`src/rtl/voice_mixer_tdm.sv`:
```
// Time-multiplexed multi-voice oscillator/mixer: one shared waveform/volume datapath swept over N_VOICES per sample_tick.
// Optional build macro VOICE_MIXER_NOISE_EN turns wave_sel=3 into a shared 16-bit LFSR noise source (otherwise silence).
module voice_mixer_tdm #(
  parameter int N_VOICES = 8,
  parameter int PHASE_W  = 24,
  parameter int VOL_W    = 8,
  parameter int OUT_W    = 16
) (
  input  logic                         clk,
  input  logic                         reset,
  input  logic                         sample_tick,
  input  logic [N_VOICES*PHASE_W-1:0]  phase_inc,
  input  logic [N_VOICES*2-1:0]        wave_sel,
  input  logic [N_VOICES*VOL_W-1:0]    volume,
  output logic signed [OUT_W-1:0]      out_sample,
  output logic                         out_valid,
  output logic                         busy,
  output logic                         overrun
);

  localparam int VIDX_W = (N_VOICES > 1) ? $clog2(N_VOICES) : 1;
  localparam int ACC_W  = 16 + $clog2(N_VOICES) + 1;
  localparam int PROD_W = 16 + VOL_W + 1;
  localparam logic signed [ACC_W-1:0] SAT_HI = ACC_W'(32'sd32767);
  localparam logic signed [ACC_W-1:0] SAT_LO = ACC_W'(-32'sd32768);

  typedef enum logic [2:0] {
    S_IDLE  = 3'd0,
    S_LOAD  = 3'd1,
    S_WAVE  = 3'd2,
    S_SCALE = 3'd3,
    S_DONE  = 3'd4
  } state_t;

  state_t                    state_r;
  logic [VIDX_W-1:0]         voice_r;
  logic signed [ACC_W-1:0]   acc_r;
  logic [PHASE_W-1:0]        phase_r [N_VOICES];
  logic [PHASE_W-1:0]        ph_r;
  logic [PHASE_W-1:0]        inc_r;
  logic [1:0]                sel_r;
  logic [VOL_W-1:0]          vol_r;
  logic signed [15:0]        wave_r;
  logic [15:0]               lfsr_r;

  logic [15:0]               p_s;
  logic [15:0]               tri_s;
  logic signed [15:0]        wave_s;
  logic signed [PROD_W-1:0]  prod_s;
  logic signed [ACC_W-1:0]   scaled_s;

  function automatic logic signed [15:0] sat16(input logic signed [ACC_W-1:0] a);
    if (a > SAT_HI) begin
      sat16 = 16'sh7FFF;
    end else if (a < SAT_LO) begin
      sat16 = 16'sh8000;
    end else begin
      sat16 = a[15:0];
    end
  endfunction

  // Waveform generator: uses the latched (pre-increment) phase of the current voice
  always_comb begin
    p_s   = ph_r[PHASE_W-1 -: 16];
    tri_s = p_s[15] ? ~p_s : p_s;
    case (sel_r)
      2'd0:    wave_s = p_s[15] ? 16'sh8000 : 16'sh7FFF;
      2'd1:    wave_s = p_s ^ 16'h8000;
      2'd2:    wave_s = {tri_s[14:0], 1'b0} - 16'h8000;
`ifdef VOICE_MIXER_NOISE_EN
      2'd3:    wave_s = lfsr_r;
`else
      2'd3:    wave_s = 16'sd0;
`endif
      default: wave_s = 16'sd0;
    endcase
  end

  // Volume scaling: signed wave times unsigned volume, floor-shifted back to wave scale
  always_comb begin
    prod_s   = PROD_W'(wave_r) * PROD_W'($signed({1'b0, vol_r}));
    scaled_s = ACC_W'(prod_s >>> VOL_W);
  end

`ifdef VOICE_MIXER_NOISE_EN
  // Shared noise LFSR: advances only when a noise voice consumes it
  always_ff @(posedge clk or posedge reset) begin
    if (reset) begin
      lfsr_r <= 16'hACE1;
    end else if (state_r == S_WAVE && sel_r == 2'd3) begin
      lfsr_r <= {lfsr_r[0] ^ lfsr_r[2] ^ lfsr_r[3] ^ lfsr_r[5], lfsr_r[15:1]};
    end
  end
`else
  assign lfsr_r = 16'h0000;
`endif

  // Frame sequencer: LOAD/WAVE/SCALE per voice, then DONE publishes the clamped mix
  always_ff @(posedge clk or posedge reset) begin
    if (reset) begin
      state_r    <= S_IDLE;
      voice_r    <= '0;
      acc_r      <= '0;
      ph_r       <= '0;
      inc_r      <= '0;
      sel_r      <= 2'd0;
      vol_r      <= '0;
      wave_r     <= 16'sd0;
      out_sample <= '0;
      out_valid  <= 1'b0;
      busy       <= 1'b0;
      overrun    <= 1'b0;
      for (int i = 0; i < N_VOICES; i++) begin
        phase_r[i] <= '0;
      end
    end else begin
      out_valid <= 1'b0;
      case (state_r)
        S_IDLE: begin
          if (sample_tick) begin
            voice_r <= '0;
            acc_r   <= '0;
            busy    <= 1'b1;
            state_r <= S_LOAD;
          end
        end
        S_LOAD: begin
          inc_r   <= phase_inc[voice_r*PHASE_W +: PHASE_W];
          sel_r   <= wave_sel[voice_r*2 +: 2];
          vol_r   <= volume[voice_r*VOL_W +: VOL_W];
          ph_r    <= phase_r[voice_r];
          state_r <= S_WAVE;
          if (sample_tick) overrun <= 1'b1;
        end
        S_WAVE: begin
          wave_r           <= wave_s;
          phase_r[voice_r] <= ph_r + inc_r;
          state_r          <= S_SCALE;
          if (sample_tick) overrun <= 1'b1;
        end
        S_SCALE: begin
          acc_r <= acc_r + scaled_s;
          if (voice_r == VIDX_W'(N_VOICES - 1)) begin
            state_r <= S_DONE;
          end else begin
            voice_r <= voice_r + VIDX_W'(1'b1);
            state_r <= S_LOAD;
          end
          if (sample_tick) overrun <= 1'b1;
        end
        S_DONE: begin
          out_sample <= sat16(acc_r);
          out_valid  <= 1'b1;
          // A tick landing on DONE starts the next frame back-to-back
          if (sample_tick) begin
            voice_r <= '0;
            acc_r   <= '0;
            state_r <= S_LOAD;
          end else begin
            busy    <= 1'b0;
            state_r <= S_IDLE;
          end
        end
        default: begin
          busy    <= 1'b0;
          state_r <= S_IDLE;
        end
      endcase
    end
  end

endmodule

```
`config.mk`:
```
export PLATFORM = sky130hd
export DESIGN_NAME = voice_mixer_tdm
export DESIGN_NICKNAME = d
export VERILOG_FILES = /design/src/rtl/voice_mixer_tdm.sv
export SDC_FILE = /design/constraint.sdc
export NUM_CORES = 1
export LEC_CHECK = 0
export CAP_MARGIN = 0
export CORE_MARGIN = 8
export CORE_UTILIZATION = 60
export DETAILED_ROUTE_END_ITERATION = 7
export PLACE_DENSITY = 0.83
export SYNTH_ARGS = -nofsm -noshare
export SYNTH_HDL_FRONTEND = slang
export SYNTH_SLANG_ARGS = --single-unit
```
`constraint.sdc`:
```
create_clock -name clk -period 26.3 [get_ports clk]
set_input_delay 3.945 -clock clk [delete_from_list [all_inputs] [get_ports clk]]
set_output_delay 3.945 -clock clk [all_outputs]
set_load 0.01 [all_outputs]
```
==> results summary <==
The area share of xor/xnor cells in the synthesized design is 2.57%. The instance count of the mapped netlist came out at 2264. The synthesized design contains 0 enable-type register cells. By area, the combinational part of the netlist is dominated by compound AO/OA/AOI/OAI gates. The sum of overflow across all layers after global routing came out at 0. The synthesized flop and latch total is 311.

The later pin in the worst-skew pair is clocked with a latency of 540 ps. The count of final setup violators came out at 0. The area share of fa/ha/maj cells after synthesis came out at between 10 and 15%. The unique cell type count in the Yosys netlist came out at 60. The x dimension of the die came out at 205 µm. The highest cell delay on the worst timing path is 670 ps. The via count of the first global-routing pass is 18700. The max capacitance violation total is 0. Among all stages on the critical path, the largest delay is contributed by sky130_fd_sc_hd__dfrtp_1. The die is 205 µm tall. The filler cell count in the final layout came out at 2563. The detailed-route vias per instance is 6.17. The initial antenna violation count is 5. Setup repair after global routing left no endpoint under its margin. The number of hold buffers added after CTS came out at 0.

The number of warning messages in the yosys log is 0. Data on the critical path arrives at its endpoint at between 7000 and 8000 ps. For this configuration, the core starts out at a cell density of 60.7%.

The starting DRC count in detailed routing is 1512. The simple-gate area share of the yosys netlist is 12.4%. The die outline area came out at 42100 µm². In the synthesized netlist, mux cells make up 12.1% of the area. The share of flip-flops with an asynchronous set or reset after synthesis came out at 100%. The average instance in the mapped netlist occupies 9.50 µm². The post-synthesis instance area is 21500 µm². TritonCTS built the clock tree. The remaining number of nets flagged by the antenna check after routing came out at 0. The number of resized instances in the post-cts repair step came out at 0. The fraction of the cycle the final worst path needs came out at between 20 and 30%. The worst setup path is launched from a flip-flop. The fraction of the yosys area taken by sequential cells is 36.2%. Counting every sink on the clock net gives 311. The pin count of the biggest net entering global routing came out at about 190. The placeable core area is about 35000 µm². Relative to the synthesized area, the layout overhead comes to 20.4%.

The first TritonRoute pass finished after 6 iterations. The post-CTS repair timing setup buffer count came out at 0. The flow ran to the end, and the final reports show no timing, DRC or antenna violations. Once layout is done, the placed cells without fillers occupy 25900 µm². The path class of the tightest hold or removal check is flip-flop to flip-flop. The number of nets in the finished design came out at 2944. Once placement finished, the instance area stood at 24700 µm².

Detailed routing inserted a total of 18263 vias. The per-cell routed wire length came out at 21.7 µm. The highest achievable clock rate is approximately 0.14 GHz.

The count of endpoints failing hold in the final timing report is 0. The max-slew violation total from the final report is 0. STA classifies the critical path endpoint as a flip-flop.

The number of buffers created by CTS came out at 35. Data on the critical path is required at its endpoint by between 20000 and 30000 ps. The complex-gate fraction of the synthesized area is 16.6%. Cells with a size suffix above 1 make up roughly 10% of the layout.

The floorplan row count is a little under 70. The shortest period the worst path allows came out at about 7400 ps. The transition time at the pin with the least slew margin came out at 1090 ps. The final estimated routing congestion in global placement is 0.898. The net count of the mapped netlist is approximately 2700.

The top-level port count is 294. The detailed placer's ending HPWL came out at around 45000 µm. The maximum level of the CTS H-tree is 2. The final routed DRC violation total came out at 0. The final sum of negative setup slack is 0 ps. The total wire length after detailed routing came out at approximately 64000 µm. The total routing usage reported by global routing came out at between 20% and 30%.

The first global-routing pass estimated 99600 µm of wire. The number of antenna diodes in the final layout is 0. The number of input and output port buffers inserted is 293. For this run, the leading register cell type out of synthesis is sky130_fd_sc_hd__dfrtp_1. The clock transition at the register clock pins on the worst setup and hold paths after CTS came out at 60 ps. The critical path is of the flip-flop to flip-flop type. The worst pin sits at a relative slew slack of 26.8%. The largest fanout on the critical path came out at 17. The root buffer selected by CTS is sky130_fd_sc_hd__clkbuf_16. Between clock sinks in the finished design, the worst skew comes to 42.2 ps. The maximum count of clock buffers along a single path came out at 3.
-- cells in the mapped netlist, types with 5 or more instances --
cell type | n | area, µm²
sky130_fd_sc_hd__a211oi_1 | 22 | 165
sky130_fd_sc_hd__a22o_1 | 17 | 149
sky130_fd_sc_hd__o221ai_1 | 14 | 123
sky130_fd_sc_hd__nand3_1 | 15 | 75.1
sky130_fd_sc_hd__ha_1 | 90 | 1130
sky130_fd_sc_hd__dfrtp_1 | 311 | 7780
sky130_fd_sc_hd__buf_1 | 21 | 78.8
sky130_fd_sc_hd__o21bai_1 | 5 | 37.5
sky130_fd_sc_hd__a21oi_1 | 163 | 816
sky130_fd_sc_hd__mux2_2 | 134 | 1510
sky130_fd_sc_hd__o21a_1 | 27 | 203
sky130_fd_sc_hd__o31ai_1 | 14 | 105
sky130_fd_sc_hd__inv_1 | 160 | 601
sky130_fd_sc_hd__mux2i_1 | 55 | 551
sky130_fd_sc_hd__a221oi_1 | 26 | 228
sky130_fd_sc_hd__nor2_1 | 157 | 589
sky130_fd_sc_hd__xnor2_1 | 44 | 385
sky130_fd_sc_hd__a31oi_1 | 19 | 119
sky130_fd_sc_hd__nor3_1 | 15 | 75.1
sky130_fd_sc_hd__a32oi_1 | 5 | 43.8
sky130_fd_sc_hd__o21ai_0 | 178 | 891
sky130_fd_sc_hd__nand2b_1 | 20 | 125
sky130_fd_sc_hd__xor2_1 | 19 | 166
sky130_fd_sc_hd__clkbuf_1 | 120 | 450
sky130_fd_sc_hd__a21o_1 | 21 | 158
sky130_fd_sc_hd__nand2_1 | 272 | 1020
sky130_fd_sc_hd__mux4_2 | 24 | 541
sky130_fd_sc_hd__nor2b_1 | 16 | 100
sky130_fd_sc_hd__and2_1 | 81 | 507
sky130_fd_sc_hd__fa_1 | 103 | 2060
sky130_fd_sc_hd__a22oi_1 | 43 | 323
-- sequential cells by signal, summed over array words and instances, names as in the netlist --
| signal | count |
|---|---|
| phase_r | 192 |
| inc_r | 24 |
| ph_r | 24 |
| acc_r | 20 |
| out_sample | 16 |
| wave_r | 16 |
| vol_r | 8 |
| state_r | 3 |
| voice_r | 3 |
| sel_r | 2 |
| busy | 1 |
| out_valid | 1 |
| overrun | 1 |
-- critical path: cells and delay by family, from the launching register on --
| family | cells | cell delay (ps) |
|---|---|---|
| compound gates | 11 | 2550 |
| buf+inv | 3 | 140 |
| flops | 1 | 670 |
| xor+xnor | 2 | 310 |
| simple gates | 8 | 1120 |
| fa+ha+maj | 6 | 2450 |
-- cells in the final DEF (no fill, tap or decap), drive strengths merged, types with 27 or more instances in the layout --
cell	n
a22oi	43
dfrtp	311
clkbuf	51
nor2	157
o21ai	180
a21oi	163
fa	103
and2	82
inv	162
mux2	134
mux2i	55
ha	90
xnor2	44
clkdlybuf4s50	293
o21a	27
nand2	272
-- cell type report --
| class | instances | area (µm²) | area share, % |
|---|---|---|---|
| repair buffers | 317 | 3140 | 12.1 |
| clock buffers | 51 | 1010 | 3.89 |
| inverters | 160 | 608 | 2.35 |
| clock inverters | 9 | 141 | 0.546 |
| flip-flops and latches | 311 | 7790 | 30.1 |
| multi-input cells | 1651 | 12600 | 48.8 |
| well taps | 461 | 577 | 2.23 |
-- kinds of logic (layout without fill, tap and decap cells) --
group | Yosys count | in the layout
buffers and inverters | 302 | 537
AOI/OAI and AO/OA | 579 | 579
DFF | 311 | 311
xor gates and xnor gates | 63 | 63
and+or+nand+nor | 602 | 602
muxes | 213 | 213
adders and majority gates | 194 | 194
-- metal layers --
layer  global-route usage, %  wire [µm]  share of wire [%]
met3                    5.90       5570                8.7
met2                    50.2      31500                 49
met1                    37.4      24100                 38
met4                    12.8       2850                4.4
met5                       0         50              0.078
-- final timing paths --
kind | cells past startpoint | to | start | slack (ps)
worst max-delay path | 30 | acc_r[19] | vol_r[1] | 18940
worst min-delay path | 2 | out_sample[10] | out_sample[10] | 470
worst max register to register | 30 | acc_r[19] | vol_r[1] | 18940
worst min register to register | 2 | out_sample[10] | out_sample[10] | 470
max in group asynchronous | 3 | wave_r[10] | reset | 20710
min in group asynchronous | 2 | overrun | reset | 4010
-- stage by stage --
step                utilization, %  hold WS (ps)  worst slack, ps  instances
global route                  73.1           495            18640       2960
floorplan                        -           444            13750       2264
CTS                           73.1           468            19010       2960
detailed placement            69.9           455            19020       2900
global placement              69.9           451            19250       2900
finish                        73.1           465            18940       2960
Power is left out: the tool's default activity adds up to more than one toggle a clock period on the data nets, which glitch-free logic cannot reach.
